===== config.mk =====
export PLATFORM = sky130hd
export DESIGN_NAME = mem_access_unit
export DESIGN_NICKNAME = d
export VERILOG_FILES = /design/src/rtl/mem_access_unit.sv
export SDC_FILE = /design/constraint.sdc
export NUM_CORES = 1
export LEC_CHECK = 0
export CORE_MARGIN = 8
export CORE_UTILIZATION = 40
export CTS_CLUSTER_SIZE = 40
export DETAILED_ROUTE_END_ITERATION = 8
export PLACE_DENSITY = 0.75
export SYNTH_ARGS = -nofsm -noshare
export SYNTH_HDL_FRONTEND = slang
export SYNTH_SLANG_ARGS = --single-unit

===== constraint.sdc =====
create_clock -name clk -period 1.9 [get_ports clk]
set_input_delay 0.19 -clock clk [delete_from_list [all_inputs] [get_ports clk]]
set_output_delay 0.19 -clock clk [all_outputs]
set_load 0.05 [all_outputs]

===== src/rtl/mem_access_unit.sv =====
// -----------------------------------------------------------------------------
// mem_access_unit
//
// Load/store controller sitting between the pipeline memory stage and a
// synchronous, byte-enabled RAM. One request is accepted at a time and every
// request produces exactly one completion response.
//
// Handshakes: a transfer happens on a rising clock edge where both valid and
// ready are high. The producer holds its payload stable while valid is high
// and ready is low. req_ready depends on FSM state only. resp_valid, once
// raised, stays high with stable resp_rdata/resp_error until resp_ready.
//
// Optional build macro: MEM_ACCESS_ALIGN_CHECK_EN
//   defined   - misaligned halfword/word requests bypass the RAM and are
//               answered with resp_error = 1, resp_rdata = 0.
//   undefined - no alignment check; halfwords ignore addr[0], words ignore
//               addr[1:0]; resp_error is tied to 0.
//
// Ports:
//   clk, rst_n        clock (rising edge), asynchronous active-low reset
//   req_valid/ready   request handshake
//   req_op            0 LB, 1 LBU, 2 LH, 3 LHU, 4 LW, 5 SB, 6 SH, 7 SW
//   req_addr          byte address
//   req_wdata         store data, right-justified
//   resp_valid/ready  response handshake
//   resp_rdata        extended load data (0 for stores and errors)
//   resp_error        misaligned access flag
//   ram_en            RAM enable (ACCESS state only)
//   ram_write_en      byte write enables, bit i = lane i
//   ram_addr          word-aligned RAM address
//   ram_write_data    lane-positioned store data
//   ram_read_data     RAM read data, valid the cycle after a read enable
// -----------------------------------------------------------------------------
module mem_access_unit (
    input  logic        clk,
    input  logic        rst_n,
    input  logic        req_valid,
    output logic        req_ready,
    input  logic [2:0]  req_op,
    input  logic [31:0] req_addr,
    input  logic [31:0] req_wdata,
    output logic        resp_valid,
    input  logic        resp_ready,
    output logic [31:0] resp_rdata,
    output logic        resp_error,
    output logic        ram_en,
    output logic [3:0]  ram_write_en,
    output logic [31:0] ram_addr,
    output logic [31:0] ram_write_data,
    input  logic [31:0] ram_read_data
);

    localparam logic [2:0] OP_LB  = 3'd0;
    localparam logic [2:0] OP_LBU = 3'd1;
    localparam logic [2:0] OP_LH  = 3'd2;
    localparam logic [2:0] OP_LHU = 3'd3;
    localparam logic [2:0] OP_LW  = 3'd4;
    localparam logic [2:0] OP_SB  = 3'd5;
    localparam logic [2:0] OP_SH  = 3'd6;
    localparam logic [2:0] OP_SW  = 3'd7;

    typedef enum logic [1:0] {
        S_IDLE   = 2'd0,
        S_ACCESS = 2'd1,
        S_RESP   = 2'd2
    } state_t;

    state_t      state_q, state_d;
    logic [2:0]  op_q, op_d;
    logic [31:0] addr_q, addr_d;
    logic [31:0] wdata_q, wdata_d;
    logic [31:0] rdata_q, rdata_d;
    logic        err_q, err_d;
    // RESP is split in two phases: the first cycle captures the RAM read
    // data (or settles the error), the response is only offered once
    // valid_q is set. This keeps resp_rdata purely registered.
    logic        valid_q, valid_d;

    logic        req_misaligned;
    logic [7:0]  byte_sel;
    logic [15:0] half_sel;
    logic [31:0] load_data;

    // -------------------------------------------------------------------------
    // Alignment check on the incoming request
    // -------------------------------------------------------------------------
`ifdef MEM_ACCESS_ALIGN_CHECK_EN
    always_comb begin
        req_misaligned = 1'b0;
        case (req_op)
            OP_LH, OP_LHU, OP_SH: req_misaligned = req_addr[0];
            OP_LW, OP_SW:         req_misaligned = (req_addr[1:0] != 2'b00);
            default:              req_misaligned = 1'b0;
        endcase
    end
`else
    assign req_misaligned = 1'b0;
`endif

    // -------------------------------------------------------------------------
    // Load lane selection and extension (little-endian lanes)
    // -------------------------------------------------------------------------
    always_comb begin
        byte_sel = ram_read_data[7:0];
        case (addr_q[1:0])
            2'd0: byte_sel = ram_read_data[7:0];
            2'd1: byte_sel = ram_read_data[15:8];
            2'd2: byte_sel = ram_read_data[23:16];
            2'd3: byte_sel = ram_read_data[31:24];
            default: byte_sel = ram_read_data[7:0];
        endcase
        // addr[0] is deliberately ignored for halfwords.
        half_sel = addr_q[1] ? ram_read_data[31:16] : ram_read_data[15:0];
    end

    always_comb begin
        load_data = 32'd0;
        case (op_q)
            OP_LB:   load_data = {{24{byte_sel[7]}}, byte_sel};
            OP_LBU:  load_data = {24'd0, byte_sel};
            OP_LH:   load_data = {{16{half_sel[15]}}, half_sel};
            OP_LHU:  load_data = {16'd0, half_sel};
            OP_LW:   load_data = ram_read_data;
            default: load_data = 32'd0;  // stores return zero
        endcase
    end

    // -------------------------------------------------------------------------
    // State register
    // -------------------------------------------------------------------------
    always_ff @(posedge clk or negedge rst_n) begin
        if (!rst_n) begin
            state_q <= S_IDLE;
            op_q    <= 3'd0;
            addr_q  <= 32'd0;
            wdata_q <= 32'd0;
            rdata_q <= 32'd0;
            err_q   <= 1'b0;
            valid_q <= 1'b0;
        end else begin
            state_q <= state_d;
            op_q    <= op_d;
            addr_q  <= addr_d;
            wdata_q <= wdata_d;
            rdata_q <= rdata_d;
            err_q   <= err_d;
            valid_q <= valid_d;
        end
    end

    // -------------------------------------------------------------------------
    // Next-state logic
    // -------------------------------------------------------------------------
    always_comb begin
        state_d = state_q;
        op_d    = op_q;
        addr_d  = addr_q;
        wdata_d = wdata_q;
        rdata_d = rdata_q;
        err_d   = err_q;
        valid_d = valid_q;

        case (state_q)
            S_IDLE: begin
                if (req_valid) begin
                    op_d    = req_op;
                    addr_d  = req_addr;
                    wdata_d = req_wdata;
                    rdata_d = 32'd0;
                    err_d   = req_misaligned;
                    valid_d = 1'b0;
                    // A misaligned request never touches the RAM.
                    state_d = req_misaligned ? S_RESP : S_ACCESS;
                end
            end

            S_ACCESS: begin
                state_d = S_RESP;
            end

            S_RESP: begin
                if (!valid_q) begin
                    // Capture phase: RAM data for the access is on
                    // ram_read_data now.
                    valid_d = 1'b1;
                    rdata_d = err_q ? 32'd0 : load_data;
                end else if (resp_ready) begin
                    valid_d = 1'b0;
                    rdata_d = 32'd0;
                    err_d   = 1'b0;
                    state_d = S_IDLE;
                end
            end

            default: begin
                state_d = S_IDLE;
                valid_d = 1'b0;
                rdata_d = 32'd0;
                err_d   = 1'b0;
            end
        endcase
    end

    // -------------------------------------------------------------------------
    // Outputs, decoded from registered state only
    // -------------------------------------------------------------------------
    assign req_ready  = (state_q == S_IDLE);
    assign resp_valid = valid_q;
    assign resp_rdata = rdata_q;

`ifdef MEM_ACCESS_ALIGN_CHECK_EN
    assign resp_error = valid_q & err_q;
`else
    assign resp_error = 1'b0;
`endif

    // RAM port is active only in ACCESS; because it decodes state_q, an
    // asynchronous reset drops an in-flight write immediately.
    always_comb begin
        ram_en         = 1'b0;
        ram_write_en   = 4'b0000;
        ram_addr       = 32'd0;
        ram_write_data = 32'd0;
        if (state_q == S_ACCESS) begin
            ram_en   = 1'b1;
            ram_addr = {addr_q[31:2], 2'b00};
            case (op_q)
                OP_SB: begin
                    ram_write_en   = 4'b0001 << addr_q[1:0];
                    ram_write_data = {4{wdata_q[7:0]}};
                end
                OP_SH: begin
                    ram_write_en   = addr_q[1] ? 4'b1100 : 4'b0011;
                    ram_write_data = {2{wdata_q[15:0]}};
                end
                OP_SW: begin
                    ram_write_en   = 4'b1111;
                    ram_write_data = wdata_q;
                end
                default: begin
                    ram_write_en   = 4'b0000;
                    ram_write_data = 32'd0;
                end
            endcase
        end
    end

endmodule


==> impl_metrics.tcl <==
set metrics [dict create \
    rr_startpoint "addr_q[1]" \
    critPathMaxFanout 8 \
    reg2reg_depth 4 \
    netlist_area_sq_um 5130 \
    post_synth_edffs 0 \
    power_density_nw_per_um2 1660 \
    worst_slew_pin_slew_ns 0.550 \
    globalRouteOverflowTotal 0 \
    setup_tns_ns 0 \
    post-synth-top-area-cell "sky130_fd_sc_hd__dfrtp_1" \
    synthTopCellsByCount "102 x sky130_fd_sc_hd__dfrtp_1, 90 x sky130_fd_sc_hd__mux2_2, 45 x sky130_fd_sc_hd__and2_1" \
    synth_ff_type "sky130_fd_sc_hd__dfrtp_1" \
    fraction_of_final_layout_cells_with_drive_strength_greater_than_1_pct 42.2 \
    finalSetupViolations 0 \
    chipHeight_microns 129 \
    synth.most_common_cell "sky130_fd_sc_hd__dfrtp_1" \
    via_count 4405 \
    place_area_sq_um 8090 \
    timing.fmax_mhz 532 \
    postLayoutCellArea_sq_um 8940 \
    detail_route.iter0.violations 389 \
    hold-worst-slack_ns 0.381 \
    h_tree_lvls 3 \
    ys_async_sr_fraction_pct 100 \
    first_pass_iters 5 \
    start_kind "register" \
    placed_wire_length_estimate_mm 12.4 \
    endpoint "ram_write_data[31]" \
    max_transition_margin_pct 63.2 \
    ys_seq_elements 102 \
    vdd.ir_drop.worst_v 0.000806 \
    cts_inserted_buffers 9 \
    io_pins 207 \
    synth_seq_area_share_pct 49.8 \
    worstReg2RegEnd "resp_rdata[14]" \
    hold_viol_final 0 \
    final_min_period_over_clock_period_pct 99.0 \
    finalWirelength_mm 17.0 \
    start_util_pct 40.8 \
    ratio_of_routed_vias_to_standard_cells 5.40 \
    tritoncts_num_sinks 102 \
    worst-endpoint-required_ns 1.71 \
    core_region_area_sq_um 12600 \
    netlist_instances 431 \
    place_congestion 0.846 \
    worst_skew_pair.late_latency_ns 0.35 \
    endpoint_kind "output pin" \
    worst_setup_hold_path_clk_slew_ns 0.07 \
    grt_resource_usage_total_pct 20.4 \
    wl_per_cell_microns 20.9 \
    count_of_input_and_output_buffers 203 \
    die-area_sq_um 16700 \
    grt_first_pass_wirelength_mm 26.3 \
    timing_max_transition_violations_final 0 \
    cts_tree "built" \
    yosys_warnings 0 \
    remaining_drc_errors 0 \
    reg2reg_setup_slack_ns 0.09 \
    setup_repair_after_global_routing_missed_its_margin "yes" \
    worstPathArrival_ns 1.69 \
    synth_top_cells_by_area "sky130_fd_sc_hd__dfrtp_1 50%, sky130_fd_sc_hd__mux2_2 20%, sky130_fd_sc_hd__and2_1 5.5%, sky130_fd_sc_hd__a221o_1 4.5%, sky130_fd_sc_hd__mux4_2 3.5%" \
    power.static_leakage_nw 3.59 \
    setup.worst_path.class "reg2out" \
    drtAntennaViolNets 0 \
    startpoint "op_q[0]" \
    yosysTopAreaCellShare_pct 49.8 \
    fin_skew_ns 0.00703 \
    site_row_count 41 \
    maximum_number_of_pins_on_one_net_before_global_route_repair 44 \
    die_width_microns 129 \
    clock-root-buffer "sky130_fd_sc_hd__clkbuf_16" \
    synth_area_per_cell_sq_um 11.9 \
    worst_hold_path_type "in2async" \
    drv.max_cap_violation_count 0 \
    syn2layout_area_growth_pct 74.2 \
    design.final.nets 742 \
    antenna_cells 0 \
    ys_types 35 \
    clock_tree.buffer_depth 2 \
    layout_min_cycle_time_ns 1.88 \
    result_of_the_run "complete, no violations" \
    grt_pass1_vias 4709 \
    antenna_found_initial 0 \
]
registers in the layout, indices dropped and copies added, names as in the netlist:
name        flops
addr_q         32
op_q            3
resp_rdata     32
resp_valid      1
state_q         2
wdata_q        32
stage by stage:
| stage | utilization (%) | power, mW | setup slack (ns) | instances |
|---|---|---|---|---|
| 6_report | 71.1 | 14.8 | 0.0198 | 816 |
| 5_1_grt | 71.1 | 15.5 | -0.0415 | 816 |
| 4_1_cts | 70.1 | 14.6 | -0.00867 | 816 |
| 3_5_place_dp | 64.4 | 11.8 | -0.0773 | 792 |
| 3_3_place_gp | 64.4 | 11.6 | 0.00468 | 792 |
| 2_1_floorplan | - | 8.72 | -0.213 | 433 |
worst max-delay path: stages, from the launching register on:
cell and delay (ns):
sky130_fd_sc_hd__dfrtp_2 0.42, sky130_fd_sc_hd__buf_6 0.13, sky130_fd_sc_hd__nor2b_4 0.16, sky130_fd_sc_hd__buf_12 0.19
sky130_fd_sc_hd__nand2_8 0.08, sky130_fd_sc_hd__a21oi_4 0.19, sky130_fd_sc_hd__buf_12 0.16
worst min path at each step:
stage               startpoint          end  slack (ns)  cells past startpoint
floorplan                rst_n    addr_q[0]       -0.11                      0
global placement         rst_n   state_q[1]        0.17                      1
detailed placement       rst_n   state_q[1]        0.17                      1
CTS                      rst_n  wdata_q[13]        0.37                      2
global route             rst_n      op_q[2]        0.41                      2
finish                   rst_n      op_q[2]        0.38                      2
power by group:
group          internal [mW]  leakage [nW]  switching, mW  total [mW]
sequential              3.22          1.25          0.784        4.00
clock                   1.27         0.165          0.822        2.09
combinational           3.96          2.17           4.76        8.72
total                   8.44          3.59           6.37        14.8
area by class of cell:
class,count,area [sq um]
Clock inverter,4,76.3
Timing Repair Buffer,233,3030
Sequential cell,102,2560
Fill cell,849,3630
Multi-Input combinational cell,291,2780
Tap cell,172,215
Inverter,2,11.3
Clock buffer,12,267
cell usage in the layout (no fill, tap or decap), drive strengths merged, types with 2 or more instances in the layout:
| cell | instances |
|---|---|
| clkinvlp | 2 |
| nand2 | 43 |
| nand2b | 3 |
| conb | 3 |
| dfrtp | 102 |
| a21oi | 30 |
| and2 | 46 |
| nand3b | 2 |
| buf | 98 |
| nor2b | 5 |
| a221oi | 8 |
| clkbuf | 12 |
| mux4 | 8 |
| or3b | 2 |
| clkdlybuf4s50 | 134 |
| inv | 2 |
| bufinv | 2 |
| a221o | 23 |
| mux2 | 90 |
| o21ai | 15 |
| nor2 | 3 |
| nor3b | 2 |
| nand3 | 2 |
per-layer routing:
metal	track usage [%]	wire length, microns	up-vias
li1	-	-	1970
met2	33.7	8370	238
met4	8.02	330	0
met1	23.6	6420	2169
met5	0	0	-
met3	7.68	1920	28
timing repair:
item | in CTS | in global routing
setup buffers | 7 | 0
endpoints found under the setup margin | 64 | 37
gates resized for setup | 76 | 25
pin swaps | 10 | 12
endpoints found under the hold margin | 29 | 0
hold buffers | 1 | 0
kinds of logic after synthesis:
kind of cell / Yosys count / share of synthesized area, %
compound gates: 79 / 10.9
buf+inv: 40 / 4.07
flops: 102 / 49.8
mux: 99 / 23.5
other cells: 1 / 0.0731
simple gates: 110 / 11.7
Note: power is estimated with default switching activity, not from simulation.
